**config.mk**
```make
export PLATFORM = sky130hd
export DESIGN_NAME = hazard_scoreboard
export DESIGN_NICKNAME = d
export VERILOG_FILES = /design/src/rtl/hazard_scoreboard_pkg.sv /design/src/rtl/hazard_sb_entry.sv /design/src/rtl/hazard_scoreboard.sv
export SDC_FILE = /design/constraint.sdc
export NUM_CORES = 1
export LEC_CHECK = 0
export BUFFER_PORTS_ARGS = -buffer_cell sky130_fd_sc_hd__buf_2
export CAP_MARGIN = 20
export CORE_MARGIN = 2
export CORE_UTILIZATION = 46
export CTS_BUF_LIST = sky130_fd_sc_hd__clkbuf_16
export DETAILED_ROUTE_END_ITERATION = 8
export GPL_ROUTABILITY_DRIVEN = 0
export PLACE_DENSITY_LB_ADDON = 0.15
export SETUP_SLACK_MARGIN = 0.15
export SLEW_MARGIN = 5
export SYNTH_ARGS = -nofsm -noshare
export SYNTH_HDL_FRONTEND = slang
export SYNTH_SLANG_ARGS = --single-unit
```
**constraint.sdc**
```tcl
create_clock -name clk -period 7.7 [get_ports clk]
set_input_delay 1.54 -clock clk [delete_from_list [all_inputs] [get_ports clk]]
set_output_delay 1.54 -clock clk [all_outputs]
set_load 0.03 [all_outputs]
```
**src/rtl/hazard_scoreboard_pkg.sv**
```systemverilog
// Shared scoreboard constants: default sizing, the register-0 index and
// the unknown-latency code helper, shared with decode.
package hazard_scoreboard_pkg;

   localparam int unsigned NREGS_DEF = 32;
   localparam int unsigned AW_DEF    = 5;
   localparam int unsigned LAT_W_DEF = 3;
   localparam int unsigned ZERO      = 0;

   // All-ones latency code marks a producer completed by a done strobe.
   function automatic int unsigned lat_unk(input int unsigned w);
      return (32'd1 << w) - 32'd1;
   endfunction

endpackage

```
**src/rtl/hazard_sb_entry.sv**
```systemverilog
// One scoreboard entry: latency countdown plus unknown-latency flag.
// Ports: clk, rst_n, load/load_lat (accepted issue), done; cnt, unk, pend.
module hazard_sb_entry
   import hazard_scoreboard_pkg::*;
#(
   parameter int unsigned LAT_W = LAT_W_DEF
) (
   input  logic             clk,
   input  logic             rst_n,
   input  logic             load,
   input  logic [LAT_W-1:0] load_lat,
   input  logic             done,
   output logic [LAT_W-1:0] cnt,
   output logic             unk,
   output logic             pend
);

   localparam logic [LAT_W-1:0] LAT_UNK = LAT_W'(lat_unk(LAT_W));

   // An issue load overrides both the countdown and a same-cycle done.
   always_ff @(posedge clk or negedge rst_n) begin
      if (!rst_n) begin
         cnt <= '0;
         unk <= 1'b0;
      end else if (load) begin
         if (load_lat == LAT_UNK) begin
            unk <= 1'b1;
            cnt <= '0;
         end else begin
            unk <= 1'b0;
            cnt <= load_lat;
         end
      end else begin
         if (cnt != '0)
            cnt <= cnt - 1'b1;
         if (done)
            unk <= 1'b0;
      end
   end

   assign pend = (cnt != '0) | unk;

endmodule

```
**src/rtl/hazard_scoreboard.sv**
```systemverilog
// Per-register pending-result scoreboard for decode: RAW and WAW stall.
// Ports: issue_* / rs_* / rt_* / done_* in; stall, rs_pending, rt_pending,
// busy out. HAZARD_SCOREBOARD_STATS_EN adds stall_cycles, stall_events.
module hazard_scoreboard
   import hazard_scoreboard_pkg::*;
#(
   parameter int unsigned NREGS = NREGS_DEF,
   parameter int unsigned AW    = AW_DEF,
   parameter int unsigned LAT_W = LAT_W_DEF
) (
   input  logic             clk,
   input  logic             rst_n,
   input  logic             issue_valid,
   input  logic [AW-1:0]    rs_addr,
   input  logic             rs_used,
   input  logic [AW-1:0]    rt_addr,
   input  logic             rt_used,
   input  logic             issue_we,
   input  logic [AW-1:0]    issue_waddr,
   input  logic [LAT_W-1:0] issue_lat,
   input  logic             done_valid,
   input  logic [AW-1:0]    done_addr,
   output logic             stall,
   output logic             rs_pending,
   output logic             rt_pending,
   output logic             busy
`ifdef HAZARD_SCOREBOARD_STATS_EN
   ,
   output logic [31:0]      stall_cycles,
   output logic [31:0]      stall_events
`endif
);

   localparam logic [LAT_W-1:0] LAT_UNK = LAT_W'(lat_unk(LAT_W));

   logic [LAT_W-1:0] cnt [NREGS];
   logic [NREGS-1:0] unk;
   logic [NREGS-1:0] pend;
   logic             accept;
   logic             waw;

   assign cnt[ZERO]  = '0;
   assign unk[ZERO]  = 1'b0;
   assign pend[ZERO] = 1'b0;

   for (genvar r = 1; r < NREGS; r++) begin : g_ent
      logic load_r;
      logic done_r;
      assign load_r = accept & issue_we & (issue_waddr == AW'(r));
      assign done_r = done_valid & (done_addr == AW'(r));
      hazard_sb_entry #(.LAT_W(LAT_W)) u_ent (
         .clk      (clk),
         .rst_n    (rst_n),
         .load     (load_r),
         .load_lat (issue_lat),
         .done     (done_r),
         .cnt      (cnt[r]),
         .unk      (unk[r]),
         .pend     (pend[r])
      );
   end

   // A newer write must not land before an older, slower one.
   always_comb begin
      waw = 1'b0;
      if (issue_lat == LAT_UNK)
         waw = pend[issue_waddr];
      else
         waw = unk[issue_waddr] | (cnt[issue_waddr] > issue_lat);
   end

   assign rs_pending = rs_used & pend[rs_addr];
   assign rt_pending = rt_used & pend[rt_addr];
   assign stall  = issue_valid
                 & (rs_pending | rt_pending | (issue_we & waw));
   assign accept = issue_valid & ~stall;
   assign busy   = |pend;

`ifdef HAZARD_SCOREBOARD_STATS_EN
   logic stall_q;

   always_ff @(posedge clk or negedge rst_n) begin
      if (!rst_n) begin
         stall_q      <= 1'b0;
         stall_cycles <= '0;
         stall_events <= '0;
      end else begin
         stall_q <= stall;
         if (stall && stall_cycles != '1)
            stall_cycles <= stall_cycles + 32'd1;
         if (stall && !stall_q && stall_events != '1)
            stall_events <= stall_events + 32'd1;
      end
   end
`endif

endmodule

```
Word-level counts from Yosys, hierarchy flattened. Index checks and enable logic that the tools add are counted.

Logic and storage cells: 497. Input bits: 30. Bits in registers: 124. Output and inout port bits: 4.

Eq/ne operators: 63. Reductions and logical operators: 94. Bitwise operators: 104. Add/sub/neg operators: 31. $lt $le $gt $ge: 5. Mux-type cells: 138.

Operators with widths (number): 3-bit two-way mux (65); 5-bit equality test (second input constant) (32); 2-bit nonzero test (62); 3-bit nonzero test (31); 3-bit by 1-bit subtractor with 3-bit output (second input constant) (31); 5-bit by 4-bit equality test with 1-bit output (second input constant) (16); 1-bit bitwise AND (68); 1-bit two-way mux (68); 5-bit by 3-bit equality test with 1-bit output (second input constant) (8); 1-bit OR (34); 31-bit OR reduction (1); 1-bit binary-select mux with 5-bit select (4); 5-bit by 2-bit equality test with 1-bit output (second input constant) (4); 5-bit by 6-bit < comparator with 1-bit output (second input constant) (3); 3-bit binary-select mux with 5-bit select (1); 5-bit by 1-bit equality test with 1-bit output (second input constant) (2); 6-bit >= comparator (second input constant) (1); 5-bit inverter with 6-bit output (1); 3-bit equality test (second input constant) (1); 3-bit greater-than comparator (1); 1-bit inverter (1).

Longest topological paths before layout. Gate-level depths: netlist (run 1).

Depth after elaboration: 15. Depth in mapped cells: 19. Gate-level depth less buffers: 13.

Cells and area by module. From an unflattened synthesis (run 1), not the netlist that was laid out.

Cell total of the unflattened synthesis: 1168. Area, all modules: 10577.6 µm².

By module, submodules not included: hazard_sb_entry (cells an instance 28, area an instance 255.2 µm², seq. area each 100.1 µm², times used 31); hazard_scoreboard (cells an instance 300, area an instance 2665.1 µm², seq. area each 0.0 µm², times used 1).

Least setup slack after synthesis (run 1). No wires, ideal clock.

Path type: input to output. Start: input issue_waddr[0]. End: output stall. Setup slack: -0.141 ns. Data arrival time: 6.301 ns. Stages on the path: 17. Path buffers: 6. Data required time: 6.160 ns. Cell sequence: buf_2 > buf_2 > buf_2 > buf_1 > mux4_2 > mux4_2 > mux2_2 > ha_1 > nor2b_1 > o21a_1 > o21ai_0 > nand2_1 > or4_1 > a311o_1 > buf_6 > buf_2 > and2_1.

Cells in the longest elaborated chain, start to end: 10. Elaborated cells between the ends (all ways): 14. Classes of those cells: 1 x order compare; 8 x mux; 5 x bitwise.

Ends and longest elaborated chain: start, declared (RTL line hazard_scoreboard.sv:19) `input logic [AW-1:0] issue_waddr,`; 5-bit inverter with 6-bit output (not written as such) (RTL line hazard_scoreboard.sv:69) `waw = unk[issue_waddr] | (cnt[issue_waddr] > issue_lat);`; 3-bit binary-select mux with 5-bit select (RTL line hazard_scoreboard.sv:69); 3-bit two-way mux (not written as such) (2 in a row) (RTL line hazard_scoreboard.sv:69); 3-bit greater-than comparator (RTL line hazard_scoreboard.sv:69); 1-bit OR (RTL line hazard_scoreboard.sv:69); 1-bit two-way mux * (RTL line hazard_scoreboard.sv:66) `if (issue_lat == LAT_UNK)`; 1-bit bitwise AND * (RTL line hazard_scoreboard.sv:75) `& (rs_pending | rt_pending | (issue_we & waw));`; 1-bit OR * (RTL line hazard_scoreboard.sv:75); 1-bit bitwise AND * (RTL line hazard_scoreboard.sv:75); end, declared (RTL line hazard_scoreboard.sv:23) `output logic stall,`.

Every way passes the cells marked *; elsewhere a longest branch is shown, timed or not. The select of a mux whose other input is x is not followed.

Final worst setup path (run 1). Ends and elaborated chain as after synthesis.

==> impl_metrics.yaml, run 1 <==
worst_setup_path:
  crit_type: "in -> out"
  slowest_delay_ns: 0.55
  rr_worst_depth: 13
  slowest_stage: "mux4_2"
  regToRegSetupSlack_ns: 3.05
  path_cells: "buf_2 -> buf_4 -> mux4_2 -> mux4_2 -> mux2_2 -> ha_1 -> o21a_1 -> o21ai_0 -> nand2_1 -> or4_1 -> a311o_2 -> and2_1 -> buf_2"
  rr_endpoint: "g_ent[15].u_ent.unk$_DFFE_PN0P_"
  critPathLaunchType: "primary input"
  critPathCaptureType: "output pin"
  arrival_ns: 5.55
  worstPathRequired_ns: 6.16
  r2r-start: "g_ent[29].u_ent.cnt[1]$_DFFE_PN0P_"
  path_max_fanout: 24
detailed_routing:
  avgViaCountPerCell: 6.174
  dr.pass1.iters: 6
  drcViolationCount: 0
  wl_per_cell_um: 23.00
  drtIter0Drc: 834
  vias: 7878
  ant_nets: 0
  wl_mm: 29.35
run:
  maxCapViolations: 0
placement:
  dpl_cell_area_um2: 10090
  dpl.cell_count: 1243
  hpwl_mm: 21.74
  portBuffers: 33
hold_path:
  hp-class: "reg -> reg"
  hold_path_depth: 2
  hold_end: "g_ent[28].u_ent.unk$_DFFE_PN0P_"
  hold_start: "g_ent[28].u_ent.unk$_DFFE_PN0P_"
clock_network:
  ctsHtreeMaxLevel: 4
  clock_path_buffers: 2
  clock_latency_ns: 0.43
  post_cts_buffers: 0
  cts_tree: "yes"
  clock-root-buffer: "clkbuf_16"
  cts_made_buffers: 17
  path_clk_slew_ns: 0.06
  clock-sinks: 124
  ctsResizeCount: 0
  holdBufCountCts: 0
floorplan:
  ioPinCount: 34
  die_width_um: 149.2
  start_util: 0.4643
  core_um2: 20890
  num_rows: 53
  die_area_um2: 22260
  dieHeight_um: 149.2
yosys:
  synth_nets: 1067
  synth-warning-count: 0
  synth_top_area_frac: 0.3200
  synth.most_common_cell: "mux2i_1"
  syn-cell-area_um2: 9698
  synth_common_cells: "127 x mux2i_1, 124 x dfrtp_1, 80 x o21ai_0"
  synth_area_leader_cell: "dfrtp_1"
  synthCells: 972
  synth-seq-cells: 124
  ys.flop_type: "dfrtp_1"
  yosysSeqAreaShare: 0.3200
  ys_types: 64
  synth_edf_count: 0
  ys_top_cells_by_area: "dfrtp_1 32%, mux2i_1 13%, mux4_2 9.8%"
  avgSynthCellArea_um2: 9.977
  synthArstFlopShare: 1.000
finish:
  num-fill-cells: 1907
  multi_input_area_um2: 6112
  final_area_um2: 10700
  final_core_util: 0.5122
  seq_area_um2: 3103
  nets: 1082
  area_growth_syn_to_layout_pct: 10.33
  fin_cells: 1276
  drive_gt1_frac: 0.1720
grt:
  antenna_found_initial: 1
  grt_pass1_wl_mm: 45.50
  gr-usage-all-layers: 0.2749
  grt_max_degree: 74
  grt-ovfl-total: 0
  grt_pass1_vias: 7558
sta:
  report.final.slew_viol_count: 0
  tns_ns: 0
  max_clock_freq_mhz: 141.1
  period_minus_slack_ns: 7.086
  fin_crit_sh: 0.9202
  hold_viol: 0
  slew_headroom: 0.3525
  skew_ns: 0.01082
  fin_hold_ws_ns: 0.5377
  rsz0062_at_grt: "no"
  worstMarginPinSlew_ns: 0.9691
  setup_viol: 0
power:
  peakVddDrop_uv: 154.4
  p_per_area_nw_per_um2: 365.0
  cellLeakagePower_nw: 4.443
outcome:
  status: "complete, no violations"
[worst max path at each step]
stage / startpoint / endpoint / slack (ns)
finish: issue_waddr[0] / stall / 0.61
global route: issue_waddr[0] / stall / 0.46
CTS: issue_waddr[0] / stall / 0.62
detailed placement: issue_waddr[0] / stall / 0.63
global placement: issue_waddr[0] / stall / 0.66
floorplan: issue_waddr[1] / stall / 0.19
[cell usage in the layout (no fill, tap or decap), types with 17 or more instances in the layout]
cell type  instances
buf_2             32
clkbuf_16         17
dfrtp_1          124
ha_1              65
inv_1             74
mux2i_1          127
mux4_2            42
nand2_1           59
nand2b_1          44
nor2_1            54
nor3_2            18
nor3b_1           21
o21ai_0           80
xnor2_1           31
[layout make-up]
type	instances	area share
diodes	1	0.0002339
clock buffers	17	0.03976
clock inverters	15	0.01696
inverters	74	0.02596
multi-input cells	726	0.5712
flip-flops and latches	124	0.2900
well taps	275	0.03216
repair buffers	44	0.02374
[stage by stage]
step	power (mW)	setup slack (ns)
2_1_floorplan	2.522	0.1882
3_5_place_dp	3.038	0.6295
3_3_place_gp	3.012	0.6579
5_1_grt	4.209	0.4551
6_report	3.906	0.6143
4_1_cts	3.904	0.6243
[layer usage]
| metal | vias up | GRT usage | wire [um] |
|---|---|---|---|
| li1 | 3558 | - | - |
| met2 | 415 | 0.4030 | 12630 |
| met5 | - | 0 | 0 |
| met3 | 48 | 0.07156 | 2972 |
| met4 | 0 | 0.07000 | 547 |
| met1 | 3857 | 0.4040 | 13200 |
[critical path, delay by kind of cell]
family	cells	cell delay [ns]
multiplexers	3	1.31
buffers and inverters	3	0.98
AND/OR/NAND/NOR	3	0.74
AO/OA/AOI/OAI	3	0.67
adder cells (fa/ha/maj)	1	0.29
[report_power, final]
part           switching, mW  internal, mW
Clock                  0.310         0.534
Combinational          0.938         0.847
Sequential             0.346         0.931
[cells by family (layout without fill, tap and decap cells)]
group,count (synthesis),count (layout),share of synthesized area
and+or+nand+nor,296,296,0.1743
muxes,173,173,0.2333
AOI/OAI and AO/OA,161,161,0.1102
DFF,124,124,0.3200
buffers and inverters,122,150,0.05045
adders and majority gates,65,65,0.08386
xor gates and xnor gates,31,31,0.02800
other,0,1,0
[registers in the layout, indices dropped and copies added, names as in the netlist]
name             flops
g_ent.u_ent.cnt     93
g_ent.u_ent.unk     31
Power figures use the tool's default switching activity.
==> inputs of run 2 (changes only) <==
--- a/config.mk
+++ b/config.mk
@@ -6,9 +6,8 @@
 export NUM_CORES = 1
 export LEC_CHECK = 0
 export BUFFER_PORTS_ARGS = -buffer_cell sky130_fd_sc_hd__buf_2
-export CAP_MARGIN = 20
 export CORE_MARGIN = 2
-export CORE_UTILIZATION = 46
+export CORE_UTILIZATION = 55
 export CTS_BUF_LIST = sky130_fd_sc_hd__clkbuf_16
 export DETAILED_ROUTE_END_ITERATION = 8
 export GPL_ROUTABILITY_DRIVEN = 0
==> impl_metrics.yaml, run 2 (synthesis results as in run 1) <==
power:
  seq_power_share: 0.329
  cellLeakagePower_nw: 4.430
  peakVddDrop_uv: 175.8
  power.share.clock: 0.208
  p_per_area_nw_per_um2: 364.2
  p_sw_frac: 0.4103
  p_int_mw: 2.281
  p_switching_mw: 1.587
  pwr-share-comb: 0.463
  finalPower_mw: 3.868
clock_network:
  clock-root-buffer: "clkbuf_16"
  clock-sinks: 124
  ctsHtreeMaxLevel: 4
  path_clk_slew_ns: 0.06
  clock_latency_ns: 0.43
  cts_tree: "yes"
  holdBufCountCts: 0
  clock_path_buffers: 2
  ctsResizeCount: 0
  cts_made_buffers: 17
  post_cts_buffers: 0
hold_path:
  hp-class: "reg -> reg"
  hold_path_depth: 2
  hold_end: "g_ent[24].u_ent.unk$_DFFE_PN0P_"
  hold_start: "g_ent[24].u_ent.unk$_DFFE_PN0P_"
detailed_routing:
  ant_nets: 0
  dr.pass1.iters: 6
  wl_mm: 27.86
  drtIter0Drc: 889
  wl_per_cell_um: 22.72
  vias: 7950
  drcViolationCount: 0
  avgViaCountPerCell: 6.485
grt:
  antenna_found_initial: 1
  gr-usage-all-layers: 0.3133
  grt_max_degree: 69
  grt_pass1_wl_mm: 43.81
  grt-ovfl-total: 0
  grt_pass1_vias: 7684
finish:
  drive_gt1_frac: 0.1698
  reg_top3: "g_ent.u_ent.cnt (93), g_ent.u_ent.unk (31)"
  final_area_um2: 10620
  final_common_cell: "mux2i_1"
  final_cell_mix: "127 x mux2i_1, 124 x dfrtp_1, 80 x o21ai_0, 72 x inv_1, 65 x ha_1"
  top_register: "g_ent.u_ent.cnt"
  diodes: 0
  area_growth_syn_to_layout_pct: 9.509
  largest_reg_flops: 93
  nets: 1083
floorplan:
  core_um2: 17300
  ioPinCount: 34
  die_area_um2: 18710
  num_rows: 48
  dieHeight_um: 136.8
  die_width_um: 136.8
  start_util: 0.5607
sta:
  fin_hold_ws_ns: 0.5597
  hold_viol: 0
  slew_headroom: 0.3122
  period_minus_slack_ns: 7.022
  tns_ns: 0
  report.final.slew_viol_count: 0
  worstMarginPinSlew_ns: 1.030
  skew_ns: 0.01122
  fin_crit_sh: 0.9120
  max_clock_freq_mhz: 142.4
  rsz0062_at_grt: "no"
  setup_viol: 0
  setup_ws_ns: 0.6777
placement:
  dpl_cell_area_um2: 10040
  hpwl_mm: 20.78
  post-place-ws_ns: 0.6796
  portBuffers: 33
worst_setup_path:
  rr_worst_depth: 13
  path_max_fanout: 13
  arrival_ns: 5.48
  critPathLaunchType: "primary input"
  regToRegSetupSlack_ns: 3.10
  r2r-start: "g_ent[18].u_ent.cnt[1]$_DFFE_PN0P_"
  crit_type: "in -> out"
  critPathCaptureType: "output pin"
  rr_endpoint: "g_ent[20].u_ent.unk$_DFFE_PN0P_"
  worstPathRequired_ns: 6.16
run:
  maxCapViolations: 0
outcome:
  status: "complete, no violations"
run 2: changes by cell type in the layout (fill, tap and decap cells not counted), moves of 2 or more:
cell and delta:
inv_1 -2, clkinv_1 +3, nand2_2 -2, nand2_1 +2
run 2: worst max-delay path by stage:
| stage | startpoint | endpoint | slack [ns] | depth (start not counted) |
|---|---|---|---|---|
| after global placement | issue_waddr[0] | stall | 0.75 | 14 |
| final | issue_waddr[0] | stall | 0.68 | 14 |
| after global routing | issue_waddr[0] | stall | 0.56 | 14 |
| after CTS | issue_waddr[0] | stall | 0.68 | 14 |
| after floorplan | issue_waddr[1] | stall | 0.19 | 17 |
| after detailed placement | issue_waddr[0] | stall | 0.68 | 14 |
run 2: worst max-delay path, stage by stage:
cell     delay (ns)
buf_2          0.23
buf_4          0.31
mux4_2         0.56
mux4_2         0.48
mux2_2         0.28
ha_1           0.29
nor2b_1        0.14
o21a_1         0.16
o21ai_0        0.14
nand2_1        0.06
or4_1          0.53
a311o_2        0.42
and2_1         0.16
buf_2          0.17
run 2: routing by layer:
| metal | GRT usage | up-vias | wire (um) |
|---|---|---|---|
| met1 | 0.4476 | 3917 | 12070 |
| met4 | 0.08648 | 2 | 508 |
| met3 | 0.09630 | 47 | 3037 |
| met5 | 0 | - | 7 |
| met2 | 0.4611 | 437 | 12240 |
| li1 | - | 3547 | - |
run 2: power by group through the flow:
stage	Clock (mW)	Combinational, mW	Sequential, mW
finish	0.805	1.79	1.27
global route	0.835	2.01	1.30
CTS	0.810	1.78	1.26
detailed placement	0	1.77	1.26
global placement	0	1.71	1.28
floorplan	0	1.41	1.11
run 2: layout make-up:
cell class / instances / area (um2)
Clock buffer: 17 / 425.4
Clock inverter: 15 / 155.1
Fill cell: 1454 / 6676
Inverter: 74 / 277.8
Multi-Input combinational cell: 726 / 6107
Sequential cell: 124 / 3103
Tap cell: 225 / 281.5
Timing Repair Buffer: 45 / 270.3
run 2: per-stage QoR:
stage                       util  instances
after global placement    0.5804       1194
final                     0.6140       1226
after CTS                 0.6140       1226
after global routing      0.6140       1226
after floorplan                -        972
after detailed placement  0.5804       1194
